[config.mk]
export PLATFORM = sky130hd
export DESIGN_NAME = scene_frame_tx
export DESIGN_NICKNAME = d
export VERILOG_FILES = /design/src/rtl/scene_frame_pkg.sv /design/src/rtl/scene_frame_tx_uart.sv /design/src/rtl/scene_frame_tx.sv
export SDC_FILE = /design/constraint.sdc
export NUM_CORES = 1
export LEC_CHECK = 0
export BUFFER_PORTS_ARGS = -buffer_cell sky130_fd_sc_hd__buf_2
export CORE_MARGIN = 4
export CORE_UTILIZATION = 60
export DETAILED_ROUTE_END_ITERATION = 10
export PLACE_DENSITY = 0.84
export SKIP_LAST_GASP = 1
export SLEW_MARGIN = 25
export SYNTH_ARGS = -nofsm -noshare
export SYNTH_HDL_FRONTEND = slang
export SYNTH_SLANG_ARGS = --single-unit
[constraint.sdc]
create_clock -name clk -period 7.4 [get_ports clk]
set_input_delay 0.37 -clock clk [delete_from_list [all_inputs] [get_ports clk]]
set_output_delay 0.37 -clock clk [all_outputs]
set_load 0.01 [all_outputs]
[src/rtl/scene_frame_pkg.sv]
// Scene frame constants, word map and UART state encoding.
// Shared by the transmitter and the receiving side.
package scene_frame_pkg;

  localparam int FRAME_BYTES = 55;
  localparam int PAD_IDX = 50;
  localparam logic [7:0] PAD_BYTE = 8'h00;
  localparam int NUM_WORDS = 27;

`ifdef FRAME_CHECKSUM_EN
  localparam int TX_BYTES = FRAME_BYTES + 1;
`else
  localparam int TX_BYTES = FRAME_BYTES;
`endif

  typedef enum logic [4:0] {
    W_V0X, W_V0Y, W_V0Z,
    W_V1X, W_V1Y, W_V1Z,
    W_V2X, W_V2Y, W_V2Z,
    W_NX, W_NY, W_NZ,
    W_LX, W_LY, W_LZ,
    W_VP00, W_VP01, W_VP02, W_VP03,
    W_VP10, W_VP11, W_VP12, W_VP13,
    W_VP30, W_VP31, W_VP32, W_VP33
  } word_idx_e;

  typedef enum logic [1:0] {
    IDLE,
    START_BIT,
    DATA_BITS,
    STOP_BIT
  } tx_state_e;

endpackage

[src/rtl/scene_frame_tx_uart.sv]
// uart_tx_byte: valid/ready 8N1 byte serialiser.
// Ports: clk, reset, i_valid, i_data[7:0], o_ready, o_tx.
// o_ready is high in IDLE and on the last stop-bit cycle, so a
// byte offered then starts its start bit on the very next cycle.
module uart_tx_byte
  import scene_frame_pkg::*;
#(
  parameter int CLKS_PER_BIT = 434
) (
  input  logic       clk,
  input  logic       reset,
  input  logic       i_valid,
  input  logic [7:0] i_data,
  output logic       o_ready,
  output logic       o_tx
);

  tx_state_e   r_state;
  logic [15:0] r_baud;
  logic [2:0]  r_bit;
  logic [7:0]  r_shift;
  logic        r_tx;
  logic        w_bit_end;

  assign w_bit_end = (r_baud == 16'(CLKS_PER_BIT - 1));
  assign o_ready = (r_state == IDLE) ||
                   ((r_state == STOP_BIT) && w_bit_end);
  assign o_tx = r_tx;

  always_ff @(posedge clk) begin
    if (reset) begin
      r_state <= IDLE;
      r_baud  <= '0;
      r_bit   <= '0;
      r_shift <= '0;
      r_tx    <= 1'b1;
    end else begin
      unique case (r_state)
        IDLE: begin
          r_tx   <= 1'b1;
          r_baud <= '0;
          if (i_valid) begin
            r_shift <= i_data;
            r_tx    <= 1'b0;
            r_state <= START_BIT;
          end
        end
        START_BIT: begin
          if (w_bit_end) begin
            r_baud  <= '0;
            r_bit   <= '0;
            r_tx    <= r_shift[0];
            r_state <= DATA_BITS;
          end else begin
            r_baud <= r_baud + 16'd1;
          end
        end
        DATA_BITS: begin
          if (w_bit_end) begin
            r_baud <= '0;
            if (r_bit == 3'd7) begin
              r_tx    <= 1'b1;
              r_state <= STOP_BIT;
            end else begin
              r_bit   <= r_bit + 3'd1;
              r_shift <= r_shift >> 1;
              r_tx    <= r_shift[1];
            end
          end else begin
            r_baud <= r_baud + 16'd1;
          end
        end
        STOP_BIT: begin
          if (w_bit_end) begin
            r_baud <= '0;
            if (i_valid) begin
              r_shift <= i_data;
              r_tx    <= 1'b0;
              r_state <= START_BIT;
            end else begin
              r_state <= IDLE;
            end
          end else begin
            r_baud <= r_baud + 16'd1;
          end
        end
        default: r_state <= IDLE;
      endcase
    end
  end

endmodule

[src/rtl/scene_frame_tx.sv]
// Scene frame transmitter: 27-word buffer sent as a UART byte frame.
// Ports: clk, reset, wr_en/wr_addr/wr_data (buffer write), start,
// busy, done, byte_idx, tx. Define FRAME_CHECKSUM_EN to append an
// XOR checksum byte after the 55 frame bytes.
module scene_frame_tx
  import scene_frame_pkg::*;
#(
  parameter int CLKS_PER_BIT = 434
) (
  input  logic        clk,
  input  logic        reset,
  input  logic        wr_en,
  input  logic [4:0]  wr_addr,
  input  logic [15:0] wr_data,
  input  logic        start,
  output logic        busy,
  output logic        done,
  output logic [5:0]  byte_idx,
  output logic        tx
);

  logic [15:0] r_buf [NUM_WORDS];
  logic        r_busy;
  logic        r_done;
  logic [5:0]  r_byte_idx;

  logic        w_wr_ok;
  logic        w_valid;
  logic        w_ready;
  logic [5:0]  w_next_idx;
  logic [4:0]  w_sel;
  logic        w_hi;
  logic [15:0] w_word;
  logic [7:0]  w_byte;

  assign w_wr_ok = wr_en && !r_busy &&
                   (wr_addr < 5'(NUM_WORDS));
  assign w_valid = r_busy ?
                   (r_byte_idx != 6'(TX_BYTES - 1)) : start;
  assign w_next_idx = r_busy ? (r_byte_idx + 6'd1) : 6'd0;

`ifdef FRAME_CHECKSUM_EN
  logic [15:0] w_fold;
  logic [7:0]  w_csum;

  always_comb begin
    w_fold = '0;
    for (int i = 0; i < NUM_WORDS; i++) begin
      w_fold = w_fold ^ r_buf[i];
    end
    w_csum = w_fold[15:8] ^ w_fold[7:0];
  end
`endif

  // Bytes past the pad are shifted by one: 51/52 -> word 25.
  // A write landing with start is forwarded so byte 0 sees it.
  always_comb begin
    w_sel = '0;
    w_hi  = 1'b0;
    if (w_next_idx < 6'(PAD_IDX)) begin
      w_sel = w_next_idx[5:1];
      w_hi  = w_next_idx[0];
    end else begin
      w_sel = 5'((w_next_idx - 6'd1) >> 1);
      w_hi  = ~w_next_idx[0];
    end
    w_word = (w_sel < 5'(NUM_WORDS)) ? r_buf[w_sel] : '0;
    if (w_wr_ok && (wr_addr == w_sel)) begin
      w_word = wr_data;
    end
    w_byte = w_hi ? w_word[15:8] : w_word[7:0];
    if (w_next_idx == 6'(PAD_IDX)) begin
      w_byte = PAD_BYTE;
    end
`ifdef FRAME_CHECKSUM_EN
    if (w_next_idx == 6'(FRAME_BYTES)) begin
      w_byte = w_csum;
    end
`endif
  end

  always_ff @(posedge clk) begin
    if (reset) begin
      r_busy     <= 1'b0;
      r_done     <= 1'b0;
      r_byte_idx <= '0;
      for (int i = 0; i < NUM_WORDS; i++) begin
        r_buf[i] <= '0;
      end
    end else begin
      r_done <= 1'b0;
      if (w_wr_ok) begin
        r_buf[wr_addr] <= wr_data;
      end
      if (!r_busy) begin
        if (start) begin
          r_busy     <= 1'b1;
          r_byte_idx <= '0;
        end
      end else if (w_ready) begin
        if (w_valid) begin
          r_byte_idx <= r_byte_idx + 6'd1;
        end else begin
          r_busy     <= 1'b0;
          r_done     <= 1'b1;
          r_byte_idx <= '0;
        end
      end
    end
  end

  uart_tx_byte #(
    .CLKS_PER_BIT(CLKS_PER_BIT)
  ) u_uart (
    .clk    (clk),
    .reset  (reset),
    .i_valid(w_valid),
    .i_data (w_byte),
    .o_ready(w_ready),
    .o_tx   (tx)
  );

  assign busy = r_busy;
  assign done = r_done;
  assign byte_idx = r_byte_idx;

endmodule

==> results.py <==
metrics = {
    "status": {
        "status": "finished clean",
    },
    "layout": {
        "antennaDiodeCount": 0,
        "final_nets": 2240,
        "drive_gt1_share_pct": 10.30,
        "n_fill_cell": 3000,
        "final_util_pct": 66.19,
        "area_growth_pct": 9.112,
        "final-instance-count-excl-fill": 2828,
    },
    "pwr": {
        "power_leakage_uw": 0.01033,
        "power_density_nw_per_um2": 236.3,
        "ir_drop_uv": 160.7,
        "finalPower_uw": 6737,
    },
    "clock_tree": {
        "cts.repair.resized": 0,
        "cts_setup_buffers": 0,
        "tritoncts": "built",
        "cts.sinks": 550,
        "cts-buffers-inserted": 53,
        "clk-insertion-delay-late_ns": 0.60,
        "cts_htree_levels": 2,
        "cts_root_buf": "clkbuf_16",
        "cts_hold_buffers": 0,
        "clock_path_buffers": 3,
        "cts.clk_slew.worst_paths_ns": 0.06,
    },
    "global_routing": {
        "gr-total-overflow": 0,
        "grtUsageMet1_pct": 40.10,
        "use_met3_pct": 7.235,
        "grt_start_max_net_pins": 64,
        "grt_pass1_vias": 17361,
        "grt_busiest_layer": "met2",
        "grt_usage_pct": 29.36,
        "antenna_found_initial": 2,
        "grt_pass1_wl_mm": 105.0,
        "use_met2_pct": 45.84,
    },
    "synth": {
        "synth_edf_count": 512,
        "syn_inst": 2154,
        "syn_area_um2": 26130,
        "yosys.area.top_type": "edfxtp_1",
        "synth_warnings": 0,
        "synth_area_leaders": "edfxtp_1 59%, and2_1 9.8%, mux2i_1 5.6%",
        "synth_top_area_share_pct": 58.84,
        "synth-seq-area-share_pct": 61.75,
        "synth_ff_type": "edfxtp_1",
        "syn_avg_cell_area_um2": 12.13,
        "synth-async-reset-ratio_pct": 0,
        "ys_ff_latch": 550,
        "synth_cell_types": 81,
    },
    "setup_path": {
        "required_ns": 7.86,
        "rrSetupSlack_ns": 2.59,
        "path_max_fanout": 44,
        "start_kind": "flop",
        "r2r_start": "byte_idx[0]",
        "critPathKind": "reg -> reg",
        "cp-end-kind": "flop",
        "cp-startpoint": "byte_idx[0]",
        "arrival_ns": 5.27,
    },
    "sta": {
        "finClkSkew_ns": 0.01699,
        "hold_viol_final": 0,
        "fin_setup_tns_ns": 0,
        "slew_viol_final": 0,
        "setup_viol": 0,
        "slew_headroom_pct": 30.83,
        "tightest_slew_ns": 1.035,
        "fin_crit_sh_pct": 64.96,
        "min_period_ns": 4.807,
        "fmax_ghz": 0.2080,
        "rsz0062_at_grt": "no",
    },
    "drt": {
        "viasPerCell": 6.294,
        "antenna_left": 0,
        "vias": 17800,
        "wl_per_cell_um": 24.60,
        "drtIter0Drc": 2915,
        "drc": 0,
        "wl_mm": 69.57,
        "drtPass1Iterations": 6,
    },
    "placed_design": {
        "dp_cells": 2732,
        "gp_congestion": 0.9686,
        "hpwl_mm": 42.10,
        "io_buffers": 33,
    },
    "die": {
        "dieArea_um2": 46950,
        "core_um2": 43080,
        "die_h_um": 216.7,
        "ios": 34,
        "fp.dieW_um": 216.7,
        "start_util_pct": 60.66,
        "rows": 76,
    },
    "flow_run": {
        "max-cap-violations": 0,
    },
    "min_path": {
        "min_from": "start",
        "hold_class": "in -> reg",
    },
}
## kinds of logic after synthesis
logic type,count (synthesis),synth area share [%]
compound gates,183,5.305
xor+xnor,18,0.6033
fa+ha+maj,13,0.6225
buf+inv,168,3.227
flops,550,61.75
mux,175,7.580
other cells,1,0.01435
simple gates,1046,20.90
## report_power, final
part	switching [uW]	internal, uW	total, uW
combinational	396	155	551
sequential	60.5	3540	3600
clock	1140	1440	2580
## critical path, cell delays in order, from the launching register on
cell and delay (ns):
dfxtp_1 0.52, inv_1 0.17, ha_1 0.38, nand2b_1 0.21, ha_1 0.29, nand3b_1 0.17
o211a_4 0.59, buf_4 0.71, mux2i_1 0.29, mux2i_1 0.11, mux2_2 0.30, a22o_1 0.24
nor4_1 0.53, a211oi_1 0.10
## layer usage
| metal | share of wire, % | vias to the layer above |
|---|---|---|
| met2 | 46 | 1228 |
| met5 | 0.019 | - |
| met3 | 13 | 199 |
| met4 | 4.2 | 2 |
| li1 | - | 7741 |
| met1 | 37 | 8630 |
## registers in the layout, summed over array words and instances (netlist names)
name and flops:
u_uart.r_bit 3, busy 1, byte_idx 6, u_uart.r_shift 8, u_uart.r_baud 16, u_uart.o_tx 1, u_uart.r_state 2, r_buf 512
done 1
## stage by stage
stage                     area [um2]  setup WS (ns)  hold WS, ns
after floorplan                26430          4.226       0.4448
after global placement         26860          2.826       0.4561
after detailed placement       26860          2.631       0.4772
after CTS                      28500          2.563      0.06390
after global routing           28510          2.392      0.08094
final                          28510          2.593      0.09152
## path summary, 6_finish.rpt
| path | endpoint | depth (start not counted) |
|---|---|---|
| max reg2reg | u_uart.r_shift[1] | 13 |
| min | busy | 3 |
| max | u_uart.r_shift[1] | 13 |
| min reg2reg | u_uart.r_baud[0] | 1 |
## synthesized netlist by cell type, types with 5 or more instances
library cell  instances
edfxtp_1            512
and2_1              408
nand2_1             271
mux2i_1             145
nand3_1             134
clkbuf_1             98
nor2_1               88
nor3_1               50
dfxtp_1              38
a21oi_1              35
buf_2                30
or2_2                30
o21ai_0              26
a32o_1               20
mux4_2               17
ha_1                 13
a211oi_1             12
mux2_2               12
a22oi_1              11
xor2_1               11
a31oi_1              10
a32oi_1              10
buf_6                10
nor4_1               10
inv_1                 9
nand4_1               9
and3_1                8
buf_4                 8
nand2b_1              7
xnor2_1               7
buf_1                 6
nor2b_1               6
a41o_1                5
## placed cells by master, fill, tap and decap left out, types with 7 or more instances in the layout
cell type / instances
inv_1: 9
clkinv_2: 11
xnor2_1: 7
clkbuf_16: 55
a21oi_1: 35
and2_1: 407
ha_1: 13
and3_1: 8
buf_2: 33
o21ai_0: 26
nor3_1: 50
a32o_1: 20
nand4_1: 9
dfxtp_1: 38
a31oi_1: 10
conb_1: 80
nand3_1: 134
a22oi_1: 11
mux4_2: 17
a211oi_1: 12
or2_2: 30
mux2_2: 12
xor2_1: 11
nor2_1: 82
buf_4: 38
clkbuf_1: 8
nand2_1: 270
nor4_1: 10
a32oi_1: 10
nand2b_1: 7
edfxtp_1: 512
mux2i_1: 145
clkinv_1: 14
## area by class of cell
cell class | instances | area [um2] | area share [%]
multi-input cells | 1515 | 9502 | 33.32
well taps | 585 | 732.0 | 2.567
clock inverters | 27 | 146.4 | 0.5134
clock buffers | 69 | 1489 | 5.222
inverters | 10 | 37.54 | 0.1316
flip-flops and latches | 550 | 16140 | 56.59
repair buffers | 72 | 470.5 | 1.650
(Power assumes the default switching activity.)
